File: config.mk
export PLATFORM = sky130hd
export DESIGN_NAME = nv_fifo_rws_64x10_ctl
export DESIGN_NICKNAME = d
export VERILOG_FILES = /design/src/rtl/nv_fifo_pkg.sv /design/src/rtl/nv_fifo_ram_64x10.sv /design/src/rtl/nv_fifo_rd_skid.sv /design/src/rtl/nv_fifo_rws_64x10_ctl.sv
export SDC_FILE = /design/constraint.sdc
export NUM_CORES = 1
export LEC_CHECK = 0
export BUFFER_PORTS_ARGS = -buffer_cell sky130_fd_sc_hd__buf_2
export CELL_PAD_IN_SITES_DETAIL_PLACEMENT = 0
export CELL_PAD_IN_SITES_GLOBAL_PLACEMENT = 1
export CORE_MARGIN = 3
export CORE_UTILIZATION = 40
export DETAILED_ROUTE_END_ITERATION = 12
export PLACE_DENSITY_LB_ADDON = 0.1
export SKIP_CTS_REPAIR_TIMING = 1
export SLEW_MARGIN = 20
export SYNTH_ARGS = -nofsm -noshare
export SYNTH_HDL_FRONTEND = slang
export SYNTH_SLANG_ARGS = --single-unit
File: constraint.sdc
create_clock -name clk -period 4.6 [get_ports clk]
set_input_delay 0 -clock clk [delete_from_list [all_inputs] [get_ports clk]]
set_output_delay 0 -clock clk [all_outputs]
set_load 0.01 [all_outputs]
File: src/rtl/nv_fifo_pkg.sv
// ----------------------------------------------------------------------------
// nv_fifo_pkg
//  Shared constants for the 64x10 valid/ready FIFO controller slice.
//  DEF_DEPTH / DEF_WIDTH / DEF_AW : default RAM geometry (DEPTH must be 2^AW)
//  SKID_DEPTH                     : entries in the output skid buffer
//  OCC_W                          : width of a total-occupancy count
//                                   (holds 0 .. DEPTH + SKID_DEPTH)
// ----------------------------------------------------------------------------
package nv_fifo_pkg;

    localparam int DEF_DEPTH  = 64;
    localparam int DEF_WIDTH  = 10;
    localparam int DEF_AW     = 6;
    localparam int SKID_DEPTH = 2;
    localparam int OCC_W      = DEF_AW + 2;

endpackage

File: src/rtl/nv_fifo_ram_64x10.sv
// ----------------------------------------------------------------------------
// nv_fifo_ram_64x10
//  Two-port RAM model: one synchronous write port and one read port with a
//  registered read address. Data for an address presented with re=1 appears
//  on dout during the following cycle. Contents are not reset.
//  Ports:
//   clk           core clock
//   we/wa/di      write enable, write address, write data
//   re/ra         read enable, read address (captured at the clock edge)
//   dout          read data for the captured address
//   pwrbus_ram_pd power-control bus for the macro; unused by this model
// ----------------------------------------------------------------------------
module nv_fifo_ram_64x10
    import nv_fifo_pkg::*;
#(
    parameter int DEPTH = DEF_DEPTH,
    parameter int WIDTH = DEF_WIDTH,
    parameter int AW    = DEF_AW
) (
    input  logic             clk,
    input  logic             we,
    input  logic [AW-1:0]    wa,
    input  logic [WIDTH-1:0] di,
    input  logic             re,
    input  logic [AW-1:0]    ra,
    output logic [WIDTH-1:0] dout,
    input  logic [31:0]      pwrbus_ram_pd
);

    logic [WIDTH-1:0] mem [DEPTH];
    logic [AW-1:0]    ra_q;
    logic             unused_pwrbus;

    // The behavioural model has no power states; the bus only reaches a macro.
    assign unused_pwrbus = ^pwrbus_ram_pd;

    always_ff @(posedge clk) begin
        if (we) begin
            mem[wa] <= di;
        end
        if (re) begin
            ra_q <= ra;
        end
    end

    assign dout = mem[ra_q];

endmodule

File: src/rtl/nv_fifo_rd_skid.sv
// ----------------------------------------------------------------------------
// nv_fifo_rd_skid
//  Two-entry in-order output buffer between the RAM read port and the
//  consumer. Absorbs the RAM read latency so the consumer sees a continuous
//  stream. Handshake: a word transfers out when rd_pvld & rd_prdy; a capture
//  (cap_vld) is always accepted because the issuer never lets
//  skid_cnt + words in flight exceed SKID_DEPTH.
//  Ports:
//   clk, rst      core clock, asynchronous active-high reset
//   cap_vld/cap_pd word arriving from the RAM this cycle
//   rd_prdy       consumer ready
//   rd_pvld/rd_pd consumer valid and head-of-queue payload
//   skid_cnt      current number of buffered words (0..2)
// ----------------------------------------------------------------------------
module nv_fifo_rd_skid
    import nv_fifo_pkg::*;
#(
    parameter int WIDTH = DEF_WIDTH
) (
    input  logic             clk,
    input  logic             rst,
    input  logic             cap_vld,
    input  logic [WIDTH-1:0] cap_pd,
    input  logic             rd_prdy,
    output logic             rd_pvld,
    output logic [WIDTH-1:0] rd_pd,
    output logic [1:0]       skid_cnt
);

    logic [WIDTH-1:0] ent0;   // head entry, drives rd_pd
    logic [WIDTH-1:0] ent1;   // second entry
    logic [1:0]       cnt;
    logic             pop;

    assign pop      = rd_pvld & rd_prdy;
    assign rd_pvld  = (cnt != 2'd0);
    assign rd_pd    = ent0;
    assign skid_cnt = cnt;

    // ent0 only changes when the head leaves or an empty buffer is filled,
    // so rd_pd is stable while the consumer stalls.
    always_ff @(posedge clk or posedge rst) begin
        if (rst) begin
            ent0 <= '0;
            ent1 <= '0;
            cnt  <= 2'd0;
        end else begin
            case ({cap_vld, pop})
                2'b10: begin
                    if (cnt == 2'd0) begin
                        ent0 <= cap_pd;
                    end else begin
                        ent1 <= cap_pd;
                    end
                    cnt <= cnt + 2'd1;
                end
                2'b01: begin
                    if (cnt == 2'd2) begin
                        ent0 <= ent1;
                    end
                    cnt <= cnt - 2'd1;
                end
                2'b11: begin
                    if (cnt == 2'd2) begin
                        ent0 <= ent1;
                        ent1 <= cap_pd;
                    end else begin
                        ent0 <= cap_pd;
                    end
                end
                default: ;
            endcase
        end
    end

endmodule

File: src/rtl/nv_fifo_rws_64x10_ctl.sv
// ----------------------------------------------------------------------------
// nv_fifo_rws_64x10_ctl
//  Valid/ready FIFO controller around a 64x10 two-port RAM with a registered
//  read address, followed by a 2-entry output skid. Capacity DEPTH + 2 words.
//  Handshake: producer word transfers when wr_pvld & wr_prdy; consumer word
//  transfers when rd_pvld & rd_prdy. wr_prdy comes from registered state only.
//  Ports:
//   clk, rst        core clock, asynchronous active-high reset
//   wr_pvld/wr_prdy/wr_pd  producer stream
//   rd_pvld/rd_prdy/rd_pd  consumer stream
//   pwrbus_ram_pd   RAM power bus, passed to the storage unmodified
//   fifo_lvl        registered total occupancy; present only when the
//                   NV_FIFO_LVL_EN macro is defined
// ----------------------------------------------------------------------------
module nv_fifo_rws_64x10_ctl
    import nv_fifo_pkg::*;
#(
    parameter int DEPTH = DEF_DEPTH,
    parameter int WIDTH = DEF_WIDTH,
    parameter int AW    = DEF_AW
) (
    input  logic             clk,
    input  logic             rst,
    input  logic             wr_pvld,
    output logic             wr_prdy,
    input  logic [WIDTH-1:0] wr_pd,
    output logic             rd_pvld,
    input  logic             rd_prdy,
    output logic [WIDTH-1:0] rd_pd,
    input  logic [31:0]      pwrbus_ram_pd
`ifdef NV_FIFO_LVL_EN
    ,
    output logic [AW+1:0]    fifo_lvl
`endif
);

    localparam logic [AW:0]   CNT_FULL = (AW+1)'(DEPTH);
    localparam logic [AW:0]   CNT_ONE  = (AW+1)'(1);
    localparam logic [AW-1:0] PTR_ONE  = AW'(1);

    logic [AW-1:0]    wptr;
    logic [AW-1:0]    rptr;
    logic [AW:0]      ram_cnt;     // committed words still in the RAM
    logic             inflight;    // read issued last cycle, data on dout now
    logic [1:0]       skid_cnt;
    logic [1:0]       rd_occ;
    logic             push;
    logic             rd_pop;
    logic             re;
    logic [WIDTH-1:0] ram_dout;

    assign wr_prdy = (ram_cnt != CNT_FULL);
    assign push    = wr_pvld & wr_prdy;
    assign rd_pop  = rd_pvld & rd_prdy;

    // Words already owed to the skid. A word leaving this cycle frees its
    // slot at the same edge the next read would land, so counting it as
    // free keeps the stream at one word per cycle without overfilling.
    assign rd_occ = skid_cnt + {1'b0, inflight};
    assign re     = (ram_cnt != '0) &&
                    ((rd_occ < 2'd2) || ((rd_occ == 2'd2) && rd_pop));

    always_ff @(posedge clk or posedge rst) begin
        if (rst) begin
            wptr     <= '0;
            rptr     <= '0;
            ram_cnt  <= '0;
            inflight <= 1'b0;
        end else begin
            inflight <= re;
            if (push) begin
                wptr <= wptr + PTR_ONE;
            end
            if (re) begin
                rptr <= rptr + PTR_ONE;
            end
            case ({push, re})
                2'b10:   ram_cnt <= ram_cnt + CNT_ONE;
                2'b01:   ram_cnt <= ram_cnt - CNT_ONE;
                default: ram_cnt <= ram_cnt;
            endcase
        end
    end

`ifdef NV_FIFO_LVL_EN
    localparam logic [AW+1:0] LVL_ONE = (AW+2)'(1);

    // Total = ram_cnt + inflight + skid_cnt; it only moves on a producer
    // accept or a consumer transfer, so track those directly.
    always_ff @(posedge clk or posedge rst) begin
        if (rst) begin
            fifo_lvl <= '0;
        end else begin
            case ({push, rd_pop})
                2'b10:   fifo_lvl <= fifo_lvl + LVL_ONE;
                2'b01:   fifo_lvl <= fifo_lvl - LVL_ONE;
                default: fifo_lvl <= fifo_lvl;
            endcase
        end
    end
`endif

    nv_fifo_ram_64x10 #(
        .DEPTH (DEPTH),
        .WIDTH (WIDTH),
        .AW    (AW)
    ) u_ram (
        .clk           (clk),
        .we            (push),
        .wa            (wptr),
        .di            (wr_pd),
        .re            (re),
        .ra            (rptr),
        .dout          (ram_dout),
        .pwrbus_ram_pd (pwrbus_ram_pd)
    );

    nv_fifo_rd_skid #(
        .WIDTH (WIDTH)
    ) u_skid (
        .clk      (clk),
        .rst      (rst),
        .cap_vld  (inflight),
        .cap_pd   (ram_dout),
        .rd_prdy  (rd_prdy),
        .rd_pvld  (rd_pvld),
        .rd_pd    (rd_pd),
        .skid_cnt (skid_cnt)
    );

endmodule

==> results.json <==
{
  "initial_core_util_pct": 40.5,
  "clkSinkCount": 694,
  "worst_pin_slew_ns": 1.12,
  "timing.slew.headroom_pct": 25.3,
  "placeableCoreArea_um2": 67400,
  "drv.max_cap_violation_count": 0,
  "status": "finished, violations left",
  "remaining_drc_errors": 0,
  "row_count": 95,
  "fraction_of_the_yosys_area_taken_by_sequential_cells_pct": 75.4,
  "die_w_um": 267,
  "netlist.top_cell.by_area": "edfxtp_1",
  "multiplexer_area_fraction_after_synthesis_pct": 13.3,
  "avgRoutedWirePerCell_um": 27.6,
  "synth_top_family_by_area": "multiplexers",
  "critical_path_peak_fanout": 18,
  "globalRouteTotalUtil_pct": 19.7,
  "grt_start_max_net_pins": 65,
  "synth.cell_area_um2": 27300,
  "antenna_left": 0,
  "final_hold_viol_count": 1,
  "cts_inserted_buffers": 77,
  "met3_wirelength_um": 3340,
  "ir_worst_vdd_v": 0.000271,
  "clk_pin_slew_worst_paths_ns": 0.06,
  "worst_hold_slack_ns": -0.00149,
  "fraction_of_the_mapped_netlist_area_in_compound_gates_pct": 3.95,
  "synth.area.top_cells": "edfxtp_1 71%, mux4_2 10%, dfrtp_1 3.9%, mux2i_1 3.0%, a22oi_1 1.5%",
  "synthDistinctLibCells": 53,
  "area.growth.synth_to_final_pct": 14.4,
  "die_area_um2": 71400,
  "clkLatencyLatePin_ns": 0.61,
  "dp_hpwl_um": 41400,
  "grt_remaining_overflow": 0,
  "failing_checks": "negative hold slack",
  "avgSynthCellArea_um2": 18.7,
  "grt_setup_unrepaired": "no",
  "yosys.area_share.xor_xnor_pct": 0.770,
  "worstHoldPathType": "in -> reg",
  "yosys_most_used_dff": "edfxtp_1",
  "worst_setup_path_end": "ram_cnt[6]",
  "setup_viol": 0,
  "synth.ff_latch_count": 694,
  "min_period_over_period_pct": 83.4,
  "cpPeakStageDelay_ns": 0.57,
  "total_power_per_unit_cell_area_nw_per_um2": 623,
  "io_pins": 58,
  "maxUsedRoutingLayer": "met4",
  "finalWorstPathRequiredPeriod_ns": 3.84,
  "r2r-start": "u_skid.skid_cnt[0]",
  "final.setup.tns_ns": 0,
  "vias_in_the_first_global_route": 14097,
  "yosys.area.top_type_share_pct": 71.1,
  "route.vias.total": 13899,
  "vias_per_cell": 5.58,
  "async_reset_ff_share_pct": 6.05,
  "cp.required_ns": 5.13,
  "grt_first_pass_wirelength_um": 101000,
  "post_route_cells_drive_above_1_share_pct": 22.2,
  "port-buffer-count": 25,
  "power_leakage_nw": 10.1,
  "yosys_warnings": 0,
  "detailed_routed_wire_length_on_met2_um": 31700,
  "final_net_count": 1614,
  "netlist_top_cells_count": "646 x edfxtp_1, 122 x mux4_2, 86 x nor2_1, 83 x mux2i_1, 77 x nand2_1",
  "wl_met1_um": 31800,
  "r2r_cells": 14,
  "hold_startpoint": "rd_prdy",
  "routabilityCongestion": 0.803,
  "fin_util_pct": 46.3,
  "timing.critical_path.arrival_ns": 4.37,
  "worst_r2r_endpoint": "ram_cnt[6]",
  "fp.dieH_um": 267,
  "detailedRoute.firstPassIterationCount": 6,
  "final.setup_skew_ns": 0.0157,
  "syn_inst": 1461,
  "setup.reg_to_reg.worst_slack_ns": 0.76,
  "cp-start-kind": "register",
  "cp_common_cell": "ha_1",
  "critPathLaunch": "u_skid.skid_cnt[0]",
  "cts_tree": "done",
  "drt-total-wl_um": 68800,
  "synth_simple_gate_area_share_pct": 4.58,
  "buffer_depth_of_the_longest_clock_path": 3,
  "critical_path_sink_type": "register",
  "crit_path_cell_trace": "ha_1 > o21ai_0 > o21ai_1 > buf_4 > inv_2 > ha_1 > xor2_1 > ha_1 > or3_1 > a21oi_1 > nor3_1 > or3_1 > a31oi_1 > xor2_1",
  "ctsHtreeMaxLevel": 3,
  "post_synth_fa_ha_maj_area_fraction_pct": 0.458,
  "yosys.cell_count.top_type": "edfxtp_1",
  "crit_type": "reg -> reg",
  "antenna_found_initial": 1,
  "fmax_mhz": 261,
  "timing.final.max_slew_violations": 0,
  "critPathSlowestCell": "ha_1",
  "library_cell_used_as_clock_root_buffer": "clkbuf_16",
  "synth_fp_nets": 1517,
  "detailedRoute.firstIterationViolations": 1424,
  "count_of_flip_flops_with_a_built_in_enable_after_synthesis": 646
}
-- flip-flops by register name (all words and copies together) (netlist names), named ones only --
signal and flops:
u_skid.skid_cnt 2, ram_cnt 7, u_skid.ent1 10, u_ram.mem 640, u_skid.rd_pd 10, u_ram.ra_q 6
inflight 1, rptr 6, wptr 6
-- placed cells by master, fill, tap and decap left out, types with 9 or more instances in the layout --
master,Yosys,layout
a21oi_1,18,18
a22oi_1,56,56
a31oi_1,11,11
buf_2,34,24
buf_4,8,68
clkbuf_1,31,16
clkbuf_16,0,80
clkinv_1,0,15
clkinv_2,0,11
dfrtp_1,42,42
edfxtp_1,646,646
ha_1,10,10
mux2i_1,83,83
mux4_2,122,122
nand2_1,77,77
nand2b_1,9,9
nand3_1,28,28
nand4_1,12,12
nor2_1,86,72
nor2_2,0,14
nor2b_1,14,14
o21ai_0,37,37
o22ai_1,18,18
xnor2_1,13,13
xor2_1,11,11
-- cells by family after synthesis --
| logic type | Yosys count |
|---|---|
| AO/OA/AOI/OAI | 165 |
| AND/OR/NAND/NOR | 267 |
| multiplexers | 210 |
| XOR/XNOR | 24 |
| flip-flops | 694 |
| buffers and inverters | 91 |
| adder cells (fa/ha/maj) | 10 |
-- how the worst min path moves through the flow --
stage	to	slack, ns	cells after the start
finish	u_skid.skid_cnt[0]	-0.001	5
CTS	ram_cnt[4]	-0.33	2
global placement	ram_cnt[4]	0.32	2
floorplan	u_ram.mem[0][0]	0.1	0
detailed placement	ram_cnt[4]	0.33	2
global route	u_skid.skid_cnt[0]	0.05	5
-- power by group --
part | internal, W | leakage (nW) | total, W | switching, W
clock network | 0.00348 | 1.18 | 0.00590 | 0.00242
logic | 0.00227 | 2.59 | 0.00565 | 0.00338
registers | 0.00740 | 6.38 | 0.00790 | 0.000497
-- critical path: cells and delay by family (launching register included) --
family                   cells  cell delay (ns)
AO/OA/AOI/OAI                4             0.70
flip-flops                   1             0.47
AND/OR/NAND/NOR              3             0.75
buffers and inverters        2             0.44
XOR/XNOR                     2             0.29
adder cells (fa/ha/maj)      3             1.10
-- routing by layer --
layer | global-route usage (%) | vias up
met5 | 0 | -
met4 | 5.63 | 0
met3 | 3.39 | 113
met2 | 30.6 | 361
met1 | 28.7 | 7349
li1 | - | 6076
-- through the flow --
| step | instances | total power, W | area (um2) | setup WS (ns) |
|---|---|---|---|---|
| after floorplan | 1461 | 0.0116 | 27300 | 0.875 |
| after global placement | 2349 | 0.0137 | 28700 | 0.692 |
| after detailed placement | 2349 | 0.0137 | 28700 | 0.679 |
| after CTS | 2486 | 0.0197 | 31200 | 0.662 |
| after global routing | 2489 | 0.0204 | 31200 | 0.364 |
| final | 2490 | 0.0195 | 31200 | 0.763 |
-- cell type report --
cell class                 count  area [um2]
antenna                        1        2.50
multi-input combinational    676        6330
clock buffer                  97        2080
clock inverter                40         348
sequential                   694       20600
inverter                       9        35.0
timing repair buffer         100         761
fill                        5703       36200
tap                          873        1090
Power figures use the tool's default switching activity.
